[src/rtl/ren_map_stage.sv]
// ren_map_stage: rename stage mapping arch regs to phys regs, feeding IQ/LSQ
// Ports: CLK/RESET (sync, active-low); FREEZE global stall; ID_* decode inputs
// and ID_stall_OUT back-pressure; IQ/LSQ/ROB full flags; RET_free* returns a
// phys reg to the free list; IQ/LSQ_pushReq_OUT + REN_pushData_OUT registered
// push; FL_overflow_OUT sticky free-into-full error.
module ren_map_stage #(
  parameter int PAYLOAD_WIDTH = 64,
  parameter int PHYS_REGS = 64,
  parameter int ARCH_REGS = 32,
  parameter int ROB_PTR_BITS = 6,
  localparam int PW = $clog2(PHYS_REGS),
  localparam int AW = $clog2(ARCH_REGS),
  localparam int DW = PAYLOAD_WIDTH + ROB_PTR_BITS + 4 * PW + 1
) (
  input  logic                     CLK,
  input  logic                     RESET,
  input  logic                     FREEZE,
  input  logic                     ID_valid_IN,
  input  logic [AW-1:0]            ID_src1_IN,
  input  logic [AW-1:0]            ID_src2_IN,
  input  logic [AW-1:0]            ID_dest_IN,
  input  logic                     ID_needDest_IN,
  input  logic                     ID_isMem_IN,
  input  logic [PAYLOAD_WIDTH-1:0] ID_payload_IN,
  output logic                     ID_stall_OUT,
  input  logic                     IQ_full_IN,
  input  logic                     LSQ_full_IN,
  input  logic                     ROB_full_IN,
  input  logic                     RET_freeReq_IN,
  input  logic [PW-1:0]            RET_freeReg_IN,
  output logic                     IQ_pushReq_OUT,
  output logic                     LSQ_pushReq_OUT,
  output logic [DW-1:0]            REN_pushData_OUT,
  output logic                     FL_overflow_OUT
);
  localparam int FD = PHYS_REGS - ARCH_REGS;
  localparam int FAW = $clog2(FD);
  localparam int CW = $clog2(FD + 1);
  logic [PW-1:0] map_q [ARCH_REGS];
  logic [PW-1:0] fl_q [FD];
  logic [FAW-1:0] head_q, tail;
  logic [CW-1:0] count_q, count_d;
  logic [ROB_PTR_BITS-1:0] rob_q;
  logic iq_q, lsq_q, ovf_q;
  logic [DW-1:0] data_q;
  logic eff, acc, pop, push, full, qbusy;
  logic [PW-1:0] new_p, old_p;
  always_comb begin
    eff = ID_needDest_IN && (ID_dest_IN != '0);
    // Same-queue push last cycle stalls: the full flag lags our push by one cycle.
    qbusy = ID_isMem_IN ? (LSQ_full_IN || lsq_q) : (IQ_full_IN || iq_q);
    ID_stall_OUT = FREEZE || ROB_full_IN || (eff && count_q == '0) || qbusy;
    acc = ID_valid_IN && !ID_stall_OUT;
    pop = acc && eff;
    full = count_q == CW'(FD);
    // When full, a same-cycle pop frees the head slot, which is exactly the tail.
    push = RET_freeReq_IN && (!full || pop);
    tail = head_q + count_q[FAW-1:0];
    count_d = count_q + CW'(push) - CW'(pop);
    new_p = eff ? fl_q[head_q] : '0;
    old_p = eff ? map_q[ID_dest_IN] : '0;
  end
  always_ff @(posedge CLK) begin
    if (!RESET) begin
      for (int i = 0; i < ARCH_REGS; i++) map_q[i] <= PW'(i);
      for (int i = 0; i < FD; i++) fl_q[i] <= PW'(ARCH_REGS + i);
      head_q <= '0;
      count_q <= CW'(FD);
      rob_q <= '0;
      iq_q <= 1'b0;
      lsq_q <= 1'b0;
      data_q <= '0;
      ovf_q <= 1'b0;
    end else begin
      if (push) fl_q[tail] <= RET_freeReg_IN;
      if (pop) begin
        map_q[ID_dest_IN] <= new_p;
        head_q <= head_q + 1'b1;
      end
      count_q <= count_d;
      if (RET_freeReq_IN && full && !pop) ovf_q <= 1'b1;
      iq_q <= acc && !ID_isMem_IN;
      lsq_q <= acc && ID_isMem_IN;
      if (acc) begin
        data_q <= {ID_payload_IN, rob_q, old_p, new_p, map_q[ID_src2_IN], map_q[ID_src1_IN], eff};
        rob_q <= rob_q + 1'b1;
      end
    end
  end
  assign IQ_pushReq_OUT = iq_q;
  assign LSQ_pushReq_OUT = lsq_q;
  assign REN_pushData_OUT = data_q;
  assign FL_overflow_OUT = ovf_q;
endmodule

[config.mk]
export PLATFORM = sky130hd
export DESIGN_NAME = ren_map_stage
export DESIGN_NICKNAME = d
export VERILOG_FILES = /design/src/rtl/ren_map_stage.sv
export SDC_FILE = /design/constraint.sdc
export NUM_CORES = 1
export LEC_CHECK = 0
export CAP_MARGIN = 20
export CORE_MARGIN = 2
export CORE_UTILIZATION = 59
export DETAILED_ROUTE_END_ITERATION = 7
export PLACE_DENSITY = 0.89
export SKIP_CTS_REPAIR_TIMING = 1
export SLEW_MARGIN = 20
export SYNTH_ARGS = -nofsm -noshare
export SYNTH_HDL_FRONTEND = slang
export SYNTH_SLANG_ARGS = --single-unit
[constraint.sdc]
create_clock -name CLK -period 6.2 [get_ports CLK]
set_input_delay 1.24 -clock CLK [delete_from_list [all_inputs] [get_ports CLK]]
set_output_delay 1.24 -clock CLK [all_outputs]
set_load 0.005 [all_outputs]
==> results of run 1 <==
[sequential cells by signal (all words and copies together), names as in the netlist, named ones only]
signal            flops
rob_q                 6
head_q                5
IQ_pushReq_OUT        1
REN_pushData_OUT     95
count_q               6
LSQ_pushReq_OUT       1
FL_overflow_OUT       1
fl_q                192
map_q               192
[per-stage QoR]
stage	util	total power, mW
after floorplan	-	4.66
after global placement	0.640	5.02
after detailed placement	0.642	5.07
after CTS	0.680	8.05
after global routing	0.680	8.30
final	0.680	8.11
[area by class of cell]
cell class              instances  area, um^2  share of cell area
flip-flops and latches        504       13900               0.479
clock buffers                  66        1340              0.0461
inverters                      17        63.8             0.00219
clock inverters                24         279             0.00959
multi-input cells            1375       10600               0.363
well taps                     546         683              0.0235
repair buffers                230        2220              0.0764
[kinds of logic (layout without fill, tap and decap cells)]
group,Yosys count,after routing
other,1,6
buffers and inverters,209,337
DFF,504,504
muxes,248,248
xor gates and xnor gates,17,17
AOI/OAI and AO/OA,264,264
and+or+nand+nor,824,824
adders and majority gates,16,16
[routing by layer]
layer	up-vias	share of wire	wire length, um	GRT usage
li1	8083	-	-	-
met1	9279	0.33	24300	0.423
met2	1785	0.47	35200	0.526
met3	332	0.15	11100	0.0926
met4	2	0.055	4120	0.161
met5	-	0.00019	14	0
[Yosys cell counts (19+ instances only)]
cell | n | area share
a21oi_1 | 104 | 0.020
a22oi_1 | 24 | 0.0071
buf_2 | 95 | 0.019
clkbuf_1 | 70 | 0.010
dfxtp_1 | 120 | 0.094
edfxtp_1 | 384 | 0.45
mux2i_1 | 71 | 0.028
mux4_2 | 165 | 0.15
nand2_1 | 291 | 0.043
nand3_1 | 116 | 0.023
nor2_1 | 147 | 0.022
nor2b_1 | 19 | 0.0047
nor3_1 | 109 | 0.021
o21ai_0 | 49 | 0.0096
or3_1 | 54 | 0.013
[worst max-delay path: cells and delay by family]
kind	cells	cell delay, ns
buf+inv	3	1.13
simple gates	1	0.46
compound gates	2	0.69
[worst min-delay path by stage]
stage                          from  slack, ns              endpoint
2_1_floorplan              rob_q[5]       0.44  REN_pushData_OUT[30]
3_3_place_gp   REN_pushData_OUT[63]       0.44  REN_pushData_OUT[63]
3_5_place_dp   REN_pushData_OUT[93]       0.45  REN_pushData_OUT[93]
4_1_cts        REN_pushData_OUT[93]       0.45  REN_pushData_OUT[93]
5_1_grt        REN_pushData_OUT[60]       0.47  REN_pushData_OUT[60]
6_report       REN_pushData_OUT[33]       0.45  REN_pushData_OUT[33]
[where the power goes]
group	leakage, nW	internal, mW	switching (mW)
clock network	0.786	1.70	1.34
logic	3.68	0.424	0.845
registers	4.25	3.73	0.0729
==> impl_results.md, run 1 <==
- Fraction of layout cells with a size suffix above 1: 0.152
- PnR worst setup slack: 1.45 ns
- Pwr dens: 279 mW/mm^2
- Final TNS setup: 0 ns
- Die X: 212 um
- Initial antenna violation count: 1
- Main combinational cell family by area after synthesis: multiplexers
- DR WL/cell: 27.1 um
- Nets: 2288
- Post-Syn Instances: 2083
- Clk pin slew, worst setup/hold paths: 0.06 ns
- Critical Path Source: ID_dest_IN[4]
- Core ar.: 0.0428 mm^2
- Cell variety after synth: 75
- Antenna Nets Post-Route: 0
- Post-Synth Adder-Cell Area: 0.00846
- Clk_lat worst skew: 0.64 ns
- Final hold violation count: 0
- Placement Rows: 76
- Mux contribution to synthesized area: 0.179
- Total CTS buffers: 49
- Slew HR: 0.210
- Mapped Area: 0.0254 mm^2
- IO Count: 194
- Final slew viol count: 0
- CP Launch Type: input pin
- Actual slew at the worst max-slew pin: 1.18 ns
- Largest net degree at the start of global routing: 95
- Fin Clk Skew: 0.0583 ns
- First-pass GRT wire length: 111000 um
- Commonest cells after routing, fill and taps aside: 384 x edfxtp_1, 291 x nand2_1, 183 x clkdlybuf4s50_1
- Vias/cell: 7.05
- Fmax: 210 MHz
- Pleak: 8.72 nW
- Buffer depth of the longest clock path: 3
- Hold_ws: 0.453 ns
- CP required: 4.96 ns
- HP Class: flop to flop
- Worst slack at placement: 1.51 ns
- Max cap viols: 0
- Final setup fails: 0
- Critical path fanouts, max: 17
- Sequential fraction of the synthesis area: 0.548
- Clk sink count: 504
- Gr usage total: 0.331
- Worst hold path stage count: 2
- YS warnings: 0
- Final wirelength: 74800 um
- Worst reg-to-reg setup slack: 2.12 ns
- Inst Count DP: 2672
- Total die area: 0.0448 mm^2
- Final instance area: 0.0291 mm^2
- Initial core utilization: 0.594
- CP max stage delay: 0.49 ns
- WS Path Type: input pin to output port
- Post-synth EDFFs: 384
- Tmin final: 4.75 ns
- # H-tree levels: 2
- Gpl congestion: 0.981
- Synth async-reset ratio: 0
- First-pass DRT Iterations: 6
- CP max stage cell: clkdlybuf4s50_1
- Most frequent CP cell: clkdlybuf4s50_1
- Final period utilization: 0.766
- Status: completed
- FILL cells: 2807
- RSZ-0062 raised after global routing: no
- Total gr overflow: 0
- Routed via count: 19481
- TritonCTS clock tree: yes
- Critical Path AT: 3.51 ns
- XOR/XNOR Fraction of Synth Area: 0.00748
- Die Height: 212 um
- Maximum vdd drop: 299 uV
- Final Non-Filler Cells: 2762
- Post-Syn Area per Cell: 12.2 um^2
- Crit-path cells: clkdlybuf4s50_1 > buf_4 > or3_4 > o21ai_2 > o221ai_1 > clkdlybuf4s50_1
- Clk root buf: clkbuf_16
- Reg-to-Reg Start: head_q[0]
- Post-DP HPWL: 49300 um
- Worst r2r dst: fl_q[7][5]
- Commonest non-fill, non-tap cell in the layout: edfxtp_1
- Cell Area, Placed: 0.0275 mm^2
- #FFs+latches synth: 504
- Residual DRC: 0
- P&R area growth vs syn: 14.4%
- Vias in the first global route: 18555
- Diodes inserted: 0
- IO buf count: 193
- Simple-gate portion of the synthesized area: 0.153
- R2R cell count: 5
- DRT iter0 DRCs: 3029
- Post-synthesis compound-gate area fraction: 0.0654
- Ys flop type: edfxtp_1
- Critical Path Sink: ID_stall_OUT
- CP endpoint kind: output port
No activity file was read; power rests on OpenSTA's default activity.
==> run 2, diff against run 1 <==
==> constraint.sdc (replaced) <==
create_clock -name CLK -period 4.5 [get_ports CLK]
set_input_delay 0.9 -clock CLK [delete_from_list [all_inputs] [get_ports CLK]]
set_output_delay 0.9 -clock CLK [all_outputs]
set_load 0.005 [all_outputs]
==> run 2 against run 1 <==
Net effect:
- worst hold slack about the same
- flip-flop and latch count unchanged
- critical endpoint unchanged
- sequential power up 38%
- non-clock buffer count up 50
- global-route usage up 0.38 points
- count of clock-buffer cells in the layout up 9
- power up 39%
- clock skew up 0.0054 ns
- highest routed layer is now met4
==> impl_results.md, run 2 (synthesized netlist as in run 1, its figures left out) <==
- Final TNS setup: 0 ns
- Final Non-Filler Cells: 2817
- Antenna Nets Post-Route: 0
- # H-tree levels: 2
- Final instance area: 0.0295 mm^2
- Clk_lat worst skew: 0.64 ns
- Buffer depth of the longest clock path: 3
- CP Launch Type: input pin
- Total gr overflow: 0
- Fmax: 268 MHz
- Pwr dens: 382 mW/mm^2
- WS Path Type: input pin to output port
- First-pass DRT Iterations: 6
- Actual slew at the worst max-slew pin: 1.03 ns
- Gpl congestion: 1.07
- P&R area growth vs syn: 16.1%
- Final slew viol count: 0
- Nets: 2339
- Fraction of layout cells with a size suffix above 1: 0.170
- First-pass GRT wire length: 113000 um
- Post-DP HPWL: 50200 um
- Pleak: 8.97 nW
- CP endpoint kind: output port
- Initial antenna violation count: 1
- Worst slack at placement: 0.575 ns
- Critical Path AT: 2.84 ns
- Hold path endpoint: REN_pushData_OUT[47]
- Vias/cell: 6.95
- DRT iter0 DRCs: 2990
- Residual DRC: 0
- Cell Area, Placed: 0.0278 mm^2
- Slew HR: 0.310
- Vias in the first global route: 18796
- Worst r2r dst: fl_q[27][4]
- Die X: 212 um
- Commonest cells after routing, fill and taps aside: 384 x edfxtp_1, 291 x nand2_1, 183 x clkdlybuf4s50_1
- R2R cell count: 7
- Total die area: 0.0448 mm^2
- Total CTS buffers: 50
- Critical Path Source: ID_dest_IN[4]
- Final period utilization: 0.831
- Status: completed
- Final wirelength: 75200 um
- FILL cells: 2757
- Maximum vdd drop: 395 uV
- Worst hold path stage count: 2
- Clk pin slew, worst setup/hold paths: 0.06 ns
- RSZ-0062 raised after global routing: no
- Placement Rows: 76
- HP Class: flop to flop
- Tot Pwr: 11.3 mW
- Clk sink count: 504
- Utilization after layout: 0.690
- Final setup fails: 0
- Clk root buf: clkbuf_16
- Hold_ws: 0.453 ns
- Routed via count: 19575
- CP required: 3.60 ns
- Max cap viols: 0
- Reg-to-Reg Start: count_q[0]
- Hold_sp: REN_pushData_OUT[47]
- Initial core utilization: 0.594
- DR WL/cell: 26.7 um
- IO Count: 194
- TritonCTS clock tree: yes
- Die Height: 212 um
- Gr usage total: 0.335
- Critical path fanouts, max: 7
- Inst Count DP: 2721
- IO buf count: 193
- Fin Clk Skew: 0.0637 ns
- PnR worst setup slack: 0.762 ns
- Commonest non-fill, non-tap cell in the layout: edfxtp_1
- Worst reg-to-reg setup slack: 0.93 ns
- Tmin final: 3.74 ns
- Final hold violation count: 0
- Core ar.: 0.0428 mm^2
- Largest net degree at the start of global routing: 95
[run 2: cell type report]
cell class | count | area, um^2 | share of cell area
Antenna cell | 1 | 2.50 | 0.0000848
Clock buffer | 75 | 1430 | 0.0484
Clock inverter | 19 | 230 | 0.00780
Inverter | 17 | 63.8 | 0.00216
Multi-Input combinational cell | 1375 | 10600 | 0.358
Sequential cell | 504 | 13900 | 0.472
Tap cell | 546 | 683 | 0.0231
Timing Repair Buffer | 280 | 2610 | 0.0885
[run 2: power by group]
part	total, mW	switching [mW]	internal, mW
Sequential	5.24	0.0982	5.14
Clock	4.20	1.81	2.39
Combinational	1.84	1.20	0.636
[run 2: per-layer routing]
metal / routed length, um / vias to the layer above / share of wire / global-route usage
li1: - / 8172 / - / -
met1: 25000 / 9351 / 0.33 / 0.427
met2: 35600 / 1733 / 0.47 / 0.540
met3: 10100 / 319 / 0.13 / 0.0837
met4: 4490 / 0 / 0.060 / 0.163
met5: 0 / - / 0 / 0
[run 2: critical path, stage by stage]
cell and delay, ns:
clkdlybuf4s50_1 0.45, or3_4 0.49, o21ai_2 0.17, buf_4 0.20, o221ai_1 0.15, clkdlybuf4s50_1 0.48
[run 2: worst max path at each step]
stage | end | cells past startpoint
after floorplan | count_q[5] | 10
after global placement | count_q[5] | 10
after detailed placement | fl_q[27][1] | 7
after CTS | ID_stall_OUT | 6
after global routing | ID_stall_OUT | 6
final | ID_stall_OUT | 6
